--- src/rtl/psram_xfer_arb.sv ---
// Round-robin arbiter serializing usr memory and cfg mode-register transfers into psram_core.
// Optional done-wait timeout with core abort: define PSRAM_ARB_TIMEOUT_EN.
module psram_xfer_arb #(
  parameter int ADDR_WIDTH  = 32,
  parameter int DATA_WIDTH  = 32,
  parameter int CNT_WIDTH   = 16,
  parameter int TIMEOUT_CYC = 1024
) (
  input  logic                  clk_i,
  input  logic                  rst_i,
  input  logic                  en_i,
  input  logic                  usr_valid_i,
  output logic                  usr_ready_o,
  input  logic                  usr_wen_i,
  input  logic [ADDR_WIDTH-1:0] usr_addr_i,
  input  logic [DATA_WIDTH-1:0] usr_wdata_i,
  output logic                  usr_rvalid_o,
  output logic [DATA_WIDTH-1:0] usr_rdata_o,
  output logic                  usr_err_o,
  input  logic                  cfg_valid_i,
  output logic                  cfg_ready_o,
  input  logic                  cfg_wen_i,
  input  logic [7:0]            cfg_ma_i,
  input  logic [7:0]            cfg_wdata_i,
  output logic                  cfg_rvalid_o,
  output logic [7:0]            cfg_rdata_o,
  output logic                  cfg_err_o,
  output logic                  xfer_valid_o,
  input  logic                  xfer_ready_i,
  output logic                  xfer_cfg_o,
  output logic                  xfer_wen_o,
  output logic [ADDR_WIDTH-1:0] xfer_addr_o,
  output logic [DATA_WIDTH-1:0] xfer_wdata_o,
  input  logic                  xfer_done_i,
  input  logic [DATA_WIDTH-1:0] xfer_rdata_i,
  output logic                  xfer_abort_o,
  output logic                  busy_o,
  output logic [CNT_WIDTH-1:0]  xfer_cnt_o
);

  typedef enum logic [1:0] {IDLE, ISSUE, WAIT, RESP} state_e;

  state_e                state_q, state_d;
  logic                  owner_cfg_q, owner_cfg_d;
  logic                  last_cfg_q, last_cfg_d;
  logic                  wen_q, wen_d;
  logic [ADDR_WIDTH-1:0] addr_q, addr_d;
  logic [DATA_WIDTH-1:0] wdata_q, wdata_d;
  logic [DATA_WIDTH-1:0] usr_rdata_q, usr_rdata_d;
  logic [7:0]            cfg_rdata_q, cfg_rdata_d;
  logic                  usr_rvalid_q, usr_rvalid_d;
  logic                  cfg_rvalid_q, cfg_rvalid_d;
  logic                  usr_err_q, usr_err_d;
  logic                  cfg_err_q, cfg_err_d;
  logic                  abort_q, abort_d;
  logic [CNT_WIDTH-1:0]  cnt_q, cnt_d;

  logic                  usr_elig, cfg_elig, gnt_usr, gnt_cfg;
  logic                  done_now, timeout;
  logic [DATA_WIDTH-1:0] resp_data;

  if (TIMEOUT_CYC < 2) begin : g_timeout_chk
    $error("psram_xfer_arb: TIMEOUT_CYC must be at least 2");
  end

  // Requests are masked while in reset so the ready pulses stay low with every other output.
  assign usr_elig = usr_valid_i && en_i && !rst_i;
  assign cfg_elig = cfg_valid_i && !rst_i;
  assign gnt_usr  = (state_q == IDLE) && usr_elig && (!cfg_elig || last_cfg_q);
  assign gnt_cfg  = (state_q == IDLE) && cfg_elig && (!usr_elig || !last_cfg_q);

  assign done_now = ((state_q == ISSUE) && xfer_ready_i && xfer_done_i) ||
                    ((state_q == WAIT) && xfer_done_i);

`ifdef PSRAM_ARB_TIMEOUT_EN
  localparam logic [15:0] WAIT_LAST = 16'(TIMEOUT_CYC - 1);

  logic [15:0] wait_q, wait_d;

  always_comb begin
    wait_d = wait_q;
    if (state_q == IDLE) begin
      wait_d = '0;
    end else if (state_q == ISSUE || state_q == WAIT) begin
      wait_d = wait_q + 16'd1;
    end
  end

  always_ff @(posedge clk_i or posedge rst_i) begin
    if (rst_i) begin
      wait_q <= '0;
    end else begin
      wait_q <= wait_d;
    end
  end

  // A completion landing on the last wait cycle takes priority over the abort.
  assign timeout = (state_q == ISSUE || state_q == WAIT) && (wait_q == WAIT_LAST) && !done_now;
`else
  assign timeout = 1'b0;
`endif

  always_comb begin
    state_d      = state_q;
    owner_cfg_d  = owner_cfg_q;
    last_cfg_d   = last_cfg_q;
    wen_d        = wen_q;
    addr_d       = addr_q;
    wdata_d      = wdata_q;
    usr_rdata_d  = usr_rdata_q;
    cfg_rdata_d  = cfg_rdata_q;
    usr_rvalid_d = 1'b0;
    cfg_rvalid_d = 1'b0;
    usr_err_d    = 1'b0;
    cfg_err_d    = 1'b0;
    abort_d      = 1'b0;
    cnt_d        = cnt_q;
    resp_data    = timeout ? '0 : xfer_rdata_i;
    case (state_q)
      IDLE: begin
        if (gnt_usr) begin
          owner_cfg_d = 1'b0;
          last_cfg_d  = 1'b0;
          wen_d       = usr_wen_i;
          addr_d      = usr_addr_i;
          wdata_d     = usr_wdata_i;
          state_d     = ISSUE;
        end else if (gnt_cfg) begin
          owner_cfg_d = 1'b1;
          last_cfg_d  = 1'b1;
          wen_d       = cfg_wen_i;
          addr_d      = ADDR_WIDTH'(cfg_ma_i);
          wdata_d     = DATA_WIDTH'(cfg_wdata_i);
          state_d     = ISSUE;
        end
      end
      ISSUE, WAIT: begin
        if (done_now || timeout) begin
          state_d = RESP;
          abort_d = timeout;
          if (owner_cfg_q) begin
            cfg_rdata_d  = resp_data[7:0];
            cfg_rvalid_d = 1'b1;
            cfg_err_d    = timeout;
          end else begin
            usr_rdata_d  = resp_data;
            usr_rvalid_d = 1'b1;
            usr_err_d    = timeout;
          end
        end else if (state_q == ISSUE && xfer_ready_i) begin
          state_d = WAIT;
        end
      end
      RESP: begin
        cnt_d   = cnt_q + CNT_WIDTH'(1);
        state_d = IDLE;
      end
      default: state_d = IDLE;
    endcase
  end

  always_ff @(posedge clk_i or posedge rst_i) begin
    if (rst_i) begin
      state_q      <= IDLE;
      owner_cfg_q  <= 1'b0;
      last_cfg_q   <= 1'b1;
      wen_q        <= 1'b0;
      addr_q       <= '0;
      wdata_q      <= '0;
      usr_rdata_q  <= '0;
      cfg_rdata_q  <= '0;
      usr_rvalid_q <= 1'b0;
      cfg_rvalid_q <= 1'b0;
      usr_err_q    <= 1'b0;
      cfg_err_q    <= 1'b0;
      abort_q      <= 1'b0;
      cnt_q        <= '0;
    end else begin
      state_q      <= state_d;
      owner_cfg_q  <= owner_cfg_d;
      last_cfg_q   <= last_cfg_d;
      wen_q        <= wen_d;
      addr_q       <= addr_d;
      wdata_q      <= wdata_d;
      usr_rdata_q  <= usr_rdata_d;
      cfg_rdata_q  <= cfg_rdata_d;
      usr_rvalid_q <= usr_rvalid_d;
      cfg_rvalid_q <= cfg_rvalid_d;
      usr_err_q    <= usr_err_d;
      cfg_err_q    <= cfg_err_d;
      abort_q      <= abort_d;
      cnt_q        <= cnt_d;
    end
  end

  assign usr_ready_o  = gnt_usr;
  assign cfg_ready_o  = gnt_cfg;
  assign usr_rvalid_o = usr_rvalid_q;
  assign usr_rdata_o  = usr_rdata_q;
  assign usr_err_o    = usr_err_q;
  assign cfg_rvalid_o = cfg_rvalid_q;
  assign cfg_rdata_o  = cfg_rdata_q;
  assign cfg_err_o    = cfg_err_q;
  assign xfer_valid_o = (state_q == ISSUE);
  assign xfer_cfg_o   = owner_cfg_q;
  assign xfer_wen_o   = wen_q;
  assign xfer_addr_o  = addr_q;
  assign xfer_wdata_o = wdata_q;
  assign xfer_abort_o = abort_q;
  assign busy_o       = (state_q != IDLE);
  assign xfer_cnt_o   = cnt_q;

endmodule

--- config.mk ---
export PLATFORM = sky130hd
export DESIGN_NAME = psram_xfer_arb
export DESIGN_NICKNAME = d
export VERILOG_FILES = /design/src/rtl/psram_xfer_arb.sv
export SDC_FILE = /design/constraint.sdc
export NUM_CORES = 1
export LEC_CHECK = 0
export CAP_MARGIN = 20
export CORE_MARGIN = 2
export CORE_UTILIZATION = 40
export DETAILED_ROUTE_END_ITERATION = 6
export PLACE_DENSITY = 0.78
export SLEW_MARGIN = 40
export SYNTH_ARGS = -nofsm -noshare
export SYNTH_HDL_FRONTEND = slang
export SYNTH_SLANG_ARGS = --single-unit
--- constraint.sdc ---
create_clock -name clk_i -period 6.5 [get_ports clk_i]
set_input_delay 1.625 -clock clk_i [delete_from_list [all_inputs] [get_ports clk_i]]
set_output_delay 1.625 -clock clk_i [all_outputs]
set_load 0.02 [all_outputs]
Yosys cells after proc, flatten, opt, wreduce, memory -nomap -nowiden
Cells that the tools add are included.
Cells by class
  eq/ne operators: 5
  div/mod/pow operators: 0
  $lt $le $gt $ge: 0
  reductions and logical operators: 25
  bitwise logic cells: 1
  $add $sub $neg: 1
  multiplexer cells: 19
  shift operators: 0
  $mul: 0
Operator list (count)
  two-way mux 32 bit: 4
  adder 16 x 1 -> 16 bit, second input constant: 1
  logical AND 1 bit: 10
  two-way mux 1 bit: 10
  two-way mux 2 bit: 4
  inequality test 3 bit, second input constant: 2
  case mux 2 bit (3 select lines): 1
  AND reduction 3 bit: 2
  equality test 2 bit, second input constant: 2
  logical NOT 1 bit: 4
  AND reduction 2 bit: 2
  nonzero test 2 bit: 2
  logical OR 1 bit: 3
  equality test 2 x 1 -> 1 bit, second input constant: 1
  logical NOT 2 bit: 1
  OR reduction 2 bit: 1
  NOT 1 bit: 1
Storage, ports and cells
  RAM bits: 0
  bits in read-only memories: 0
  memories kept: 0
  register bits: 127
  bits in latches: 0

Logic depth before layout (Yosys ltp)
  word-level depth: 8
  depth in mapped cells: 8
  depth with buffers taken out: 6

Least setup slack after synthesis
Ideal clock, no wire load.
  kind: input to output
  start point: in usr_valid_i
  end point: out usr_ready_o
  stages: 5
  required time: 4.875 ns
  arrival time: 2.330 ns
  slack: 2.545 ns
  cells stage by stage: and2_4 > and3_1 > buf_4 > buf_6 > buf_6
Between the ends
  cells in the longest elaborated chain, start to end: 4
Ends and longest elaborated chain
  start: declaration: RTL line 12  | input logic usr_valid_i,
  logical AND 1 bit (2 in a row): RTL line 67  | assign usr_elig = usr_valid_i && en_i && !rst_i;
  logical AND 1 bit (2 in a row): RTL line 69  | assign gnt_usr = (state_q == IDLE) && usr_elig && (!cfg_elig || last_cfg_q);
  end: declaration: RTL line 13  | output logic usr_ready_o,
No other way between the ends.

Worst setup path after layout
  start point: in rst_i
  end point: out cfg_ready_o
Between the ends
  cells in the longest elaborated chain, start to end: 5
Ends and longest elaborated chain
  start: declaration: RTL line 10  | input logic rst_i,
  logical NOT 1 bit (no source line) *
  logical AND 1 bit: RTL line 67
  logical NOT 1 bit: RTL line 70  | assign gnt_cfg = (state_q == IDLE) && cfg_elig && (!usr_elig || !last_cfg_q);
  logical OR 1 bit: RTL line 70
  logical AND 1 bit *: RTL line 70
  end: declaration: RTL line 21  | output logic cfg_ready_o,
Mark *: on every way between the ends. The rest lies on a longest branch, timed or not.

==> impl_results.md <==
- Layout cells sized above 1: 11.8%
- Global-route met2 utilization: 34.5%
- CTS tree: built
- Async S/R FF share, synth: 100%
- Power per Cell Area: 494 mW/mm^2
- First-pass GRT wire length: 20.0 mm
- Top cells by area, synth: dfrtp_1 62%, a22o_1 8.5%, mux2_2 6.5%
- Detail Route Antenna Nets: 0
- Worst path cell trace: clkdlybuf4s50_1 -> nor2b_2 -> nand2_1 -> a21oi_1 -> clkdlybuf4s50_1
- Crit path kind: input port to output port
- Synthesized cell area: 0.00505 sq mm
- GRT Total Usage: 19.6%
- CTS Buf Count: 17
- RSZ-0062 raised after global routing: false
- Worst-margin pin slew: 766 ps
- Pleak: 0.00356 uW
- Netlist cell types: 32
- YS warnings: 0
- Initial Utilization: 40.6%
- Fin crit share: 76.8%
- CTS root buf: clkbuf_16
- Yosys reg bits: 127
- HPWL after DPL: 9.62 mm
- Post-synthesis cell count: 360
- Top-area cell type share of the netlist area: 62.4%
- Setup Buffers After CTS: 0
- Critical Path Start Type: input port
- Drt drc: 0
- Max transition margin: 49.0%
- Vias in the first global route: 3937
- Initial detailed-routing violation count: 238
- Worst VDD drop: 0.210 mV
- Nature of the critical path endpoint: output port
- Busiest layer in global routing: met2
- Final nets: 736
- GRT Residual Overflow: 0
- PortBufs: 248
- Most common cell in the synthesized netlist: dfrtp_1
- Die Wd: 116 microns
- Placeable Area: 0.0125 sq mm
- Number of antenna diodes: 0
- CP peak stage delay: 660 ps
- Sequential share of the synthesized area: 62.9%
- # setup viols final: 0
- Min Tclk post-route: 4990 ps
- Grt met3 use: 5.71%
- Setup TNS: 0 ps
- Slowest cell on the critical path: clkdlybuf4s50_1
- Avg WL per Cell: 16.6 microns
- Initial antenna violation count: 0
- CTS Buffer Depth: 2
- Max-Cap Viols: 0
- Routed WL: 13.2 mm
- Largest net degree at the start of global routing: 91
- Mean Syn Cell Area: 14.0 sq um
- Post-synth EDFFs: 0
- Min-delay worst type: flop to flop
- Cts hold-fix bufs: 0
- Most common cell on crit path: clkdlybuf4s50_1
- Met1 GRT Util: 21.9%
- Max Clk Rate: 200 MHz
- Routed vias/inst: 4.87
- TritonRoute pass-1 iters: 4
- Area leader, netlist: dfrtp_1
- Synth Flop Type: dfrtp_1
- Chip Height: 116 microns
- H-tree depth: 4
- Final number of hold-violating endpoints: 0
- Total power: 4070 uW
- Global placer's final weighted congestion: 0.769
- Worst skew pair latency: 400 ps
- Post-synth top cells: 126 x dfrtp_1, 49 x a22o_1, 29 x mux2_2, 27 x nand2_1, 18 x o21ai_1
- Worst Path Arrival: 3360 ps
- Max-slew violation count: 0
- Full die area: 0.0136 sq mm
- Vias: 3860
- Num ports: 252
- CP Max Fanout: 3
- Syn-to-layout area delta: 63.1%
- Clock Skew: 7.28 ps
- TritonCTS Sinks: 127
- Run status: completed
- # rows: 41
- CTS clk-pin slew, worst paths: 50 ps
- PostCTS Resize Cnt: 0
- Req. time, crit path: 4880 ps
[cell usage in the layout (no fill, tap or decap), drive strengths merged]
| cell type | count |
|---|---|
| clkdlybuf4s50 | 248 |
| dfrtp | 126 |
| a22o | 49 |
| mux2 | 42 |
| nand2 | 27 |
| o21ai | 21 |
| clkbuf | 19 |
| mux2i | 17 |
| xnor2 | 12 |
| inv | 7 |
| ha | 5 |
| bufinv | 4 |
| and3 | 4 |
| nand3 | 4 |
| nand4 | 4 |
| clkinv | 4 |
| buf | 4 |
| nor2 | 4 |
| xor2 | 3 |
| a21o | 3 |
| conb | 3 |
| clkinvlp | 3 |
| a21oi | 2 |
| nor3 | 1 |
| and2 | 1 |
| nor2b | 1 |
| nand2b | 1 |
| a22oi | 1 |
| dfstp | 1 |
[final timing paths]
check	from	endpoint	slack, ps	cells after the start
max in group asynchronous	rst_i	xfer_addr_o[0]	3790	3
max reg2reg	state_q[1]	xfer_wen_o	4130	7
min reg2reg	xfer_cnt_o[15]	xfer_cnt_o[15]	470	1
max	rst_i	cfg_ready_o	1510	5
min in group asynchronous	rst_i	cfg_rdata_o[0]	1770	2
min	xfer_cnt_o[15]	xfer_cnt_o[15]	470	1
[critical path: cells and delay by family]
| kind | cells | cell delay, ps |
|---|---|---|
| simple gates | 2 | 320 |
| buf+inv | 2 | 1190 |
| compound gates | 1 | 230 |
[sequential cells by signal (all words and copies together), names as in the netlist]
signal and cells:
xfer_addr_o 32, cfg_rdata_o 8, xfer_cfg_o 1, last_cfg_q 1, xfer_cnt_o 16, cfg_rvalid_o 1
xfer_wen_o 1, usr_rvalid_o 1, state_q 2, xfer_wdata_o 32, usr_rdata_o 32
[area by class of cell]
class | instances | area (sq um)
clock buffers | 19 | 443
inverters | 7 | 33.8
clock inverters | 11 | 166
flip-flops and latches | 127 | 3180
well taps | 172 | 215
multi-input cells | 205 | 1690
fillers | 951 | 4220
repair buffers | 252 | 2520
[cells by family (layout without fill, tap and decap cells)]
family / Yosys count / in the layout / synth area share [%]
flops: 127 / 127 / 62.9
other cells: 1 / 3 / 0.0742
simple gates: 47 / 47 / 5.00
xor+xnor: 15 / 15 / 2.60
mux: 59 / 59 / 12.7
buf+inv: 30 / 289 / 4.11
fa+ha+maj: 5 / 5 / 1.24
compound gates: 76 / 76 / 11.4
[power breakdown]
group	total, uW	switching (uW)	internal, uW
Clock	976	331	645
Combinational	1760	844	920
Sequential	1330	200	1140
[through the flow]
| stage | utilization [%] | area [sq um] | worst slack, ps | std cells | hold WS [ps] |
|---|---|---|---|---|---|
| global placement | 61.1 | 7620 | 1620 | 762 | 464 |
| floorplan | - | 5060 | 1490 | 362 | 498 |
| detailed placement | 61.2 | 7630 | 1540 | 763 | 474 |
| CTS | 66.1 | 8240 | 1540 | 793 | 482 |
| finish | 66.1 | 8250 | 1510 | 793 | 475 |
| global route | 66.1 | 8250 | 1400 | 793 | 489 |
[layer usage]
layer	share of wire, %	vias up
met5	0	-
met4	2.5	0
met3	7.6	25
met2	52	177
met1	38	1880
li1	-	1778
Note: power is estimated with default switching activity, not from simulation.
==> edit, RTL diff (same settings) <==
`usr_rdata_q` no longer has a reset.
--- a/src/rtl/psram_xfer_arb.sv
+++ b/src/rtl/psram_xfer_arb.sv
@@ -168,5 +168,4 @@
       addr_q       <= '0;
       wdata_q      <= '0;
-      usr_rdata_q  <= '0;
       cfg_rdata_q  <= '0;
       usr_rvalid_q <= 1'b0;
@@ -183,5 +182,4 @@
       addr_q       <= addr_d;
       wdata_q      <= wdata_d;
-      usr_rdata_q  <= usr_rdata_d;
       cfg_rdata_q  <= cfg_rdata_d;
       usr_rvalid_q <= usr_rvalid_d;
@@ -192,4 +190,8 @@
       cnt_q        <= cnt_d;
     end
+  end
+
+  always_ff @(posedge clk_i) begin
+    usr_rdata_q <= usr_rdata_d;
   end
 
Check against the original RTL: differs if rst_i is asserted again (counterexample within 4 cycles, from zero or initial values and one cycle with rst_i high); with rst_i held inactive, the same outputs for 4 cycles.
==> edit against the original RTL <==
Final area down 3.0%; sequential cell count unchanged; power fell by 12%; first-iteration DRC count down 0.84%; largest cell class unchanged; count of clock-buffer cells in the layout up 1; fmax rose by 1.5%; via count is 5.2% lower; synthesized cell count decreased by 10%; critical path type unchanged; wire length decreased by 3.6%; sequential share of layout area increased by 3.2 points; setup slack better by 74 ps; area after synthesis is 4.6% lower.
==> edit: results (changes against the original RTL) <==
* Cts bufs inserted at 17 (unchanged)
* Wire per inst at 17.3 microns (+3.8%)
* Max Buffers Root-to-Sink at 2 (unchanged)
* Number of synthesized flops with an enable pin at 32 (+32)
* # diodes at 0 (unchanged)
* Leakage power at 3.35 nW (-5.7%)
* Layout Skew at 7.69 ps (+0.406 ps)
* Drt first-iter violations at 236 (-0.84%)
* Nets at 702 (-4.6%)
* Outcome: finished clean
* GRT Total Usage at 20.1% (+0.49 points)
* Number of global-route vias before repair at 3,749 (-4.8%)
* Final-layout fill cell count at 860 (-9.6%)
* Synth cell count leaders: dfrtp_1, a22o_1, edfxtp_1
* Via-to-Cell Ratio at 4.97 (+2.2%)
* Largest net degree at the start of global routing at 85 (-6.6%)
* Clock root buffer: clkbuf_16
* Final setup viols at 0 (unchanged)
* Hpwl dp at 9.23 mm (-4.1%)
* Sequential share of the synthesized area at 69.3% (+6.4 points)
* Initial antenna violation count at 0 (unchanged)
* Pre-antenna DRT Iters at 5 (+1)
* Post-place setup slack at 1580 ps (+39.2 ps)
* Async S/R FF share, synth at 74.8% (-25 points)
* GP Congestion at 0.748 (-2.7%)
* Synth cell types at 33 (+3.1%)
* First-pass GRT wire length at 19.7 mm (-1.3%)
* Slowest CP cell: clkdlybuf4s50_1
* Worst-margin pin slew at 781 ps (+15.5 ps)
* Largest cells by area after synthesis: dfrtp_1, edfxtp_1, a22o_1
* Max stage delay on crit path at 650 ps
* Max cap viols at 0 (unchanged)
* Max FO, Critical Path at 3 (unchanged)
* Top delay family on crit path: buffers and inverters
* Arrival @ worst endpoint at 3290 ps (-70 ps)
* Min-Delay Path Class: flip-flop to flip-flop
* Layout cell share with drive strength beyond 1 at 9.34% (-2.4 points)
* H-tree depth at 4 (unchanged)
* Maximum VDD drop at 0.225 mV (+7.2%)
==> edit: routing by layer <==
| layer | track usage [%] | share of wire, % | vias to the layer above |
|---|---|---|---|
| li1 | - | - | 1675 |
| met1 | 22.6 | 38 | 1751 |
| met2 | 32.7 | 49 | 200 |
| met3 | 7.97 | 9.6 | 34 |
| met4 | 11.2 | 3.6 | 0 |
| met5 | 0 | 0 | - |
==> edit: area by class of cell <==
| class | count | area share, % |
|---|---|---|
| sequential | 127 | 41.8 |
| clock inverter | 12 | 2.10 |
| timing repair buffer | 252 | 31.5 |
| tap | 147 | 2.30 |
| clock buffer | 20 | 5.46 |
| multi-input combinational | 171 | 16.5 |
| inverter | 7 | 0.360 |
==> edit: where the power goes <==
| group | switching [mW] | internal [mW] |
|---|---|---|
| clock network | 0.333 | 0.637 |
| logic | 0.677 | 0.707 |
| registers | 0.154 | 1.10 |
| total | 1.16 | 2.44 |
==> edit: final timing paths <==
path	startpoint	end	slack [ps]	cells after the start
worst max-delay path	rst_i	cfg_ready_o	1580	5
worst min-delay path	xfer_addr_o[7]	xfer_addr_o[7]	480	2
worst max register to register	state_q[1]	xfer_addr_o[3]	4130	7
worst min register to register	xfer_addr_o[7]	xfer_addr_o[7]	480	2
max in group asynchronous	rst_i	xfer_wdata_o[17]	3720	3
min in group asynchronous	rst_i	xfer_cfg_o	1700	2
==> edit: kinds of logic (layout without fill, tap and decap cells) <==
family | after synthesis | after routing | share of synthesized area (%)
flip-flops | 127 | 127 | 69.3
XOR/XNOR | 15 | 15 | 2.88
adder cells (fa/ha/maj) | 5 | 5 | 1.30
buffers and inverters | 28 | 291 | 3.79
other | 1 | 3 | 0.0778
AO/OA/AOI/OAI | 76 | 76 | 11.9
multiplexers | 27 | 27 | 5.86
AND/OR/NAND/NOR | 45 | 45 | 4.93
==> edit: worst reg2reg max path, stage by stage, from the launching register on <==
cell and delay (ps):
dfrtp_1 400, inv_1 110, ha_1 210, nor2b_2 240
and3_2 260, buf_4 630, mux2i_1 310, o21ai_1 80
==> edit: metrics by stage <==
step	power [mW]	cells	cell area [sq um]
after global routing	3.78	736	8000
final	3.61	736	8000
after CTS	3.64	736	7990
after floorplan	1.93	326	4830
after detailed placement	2.65	704	7390
after global placement	2.62	704	7390
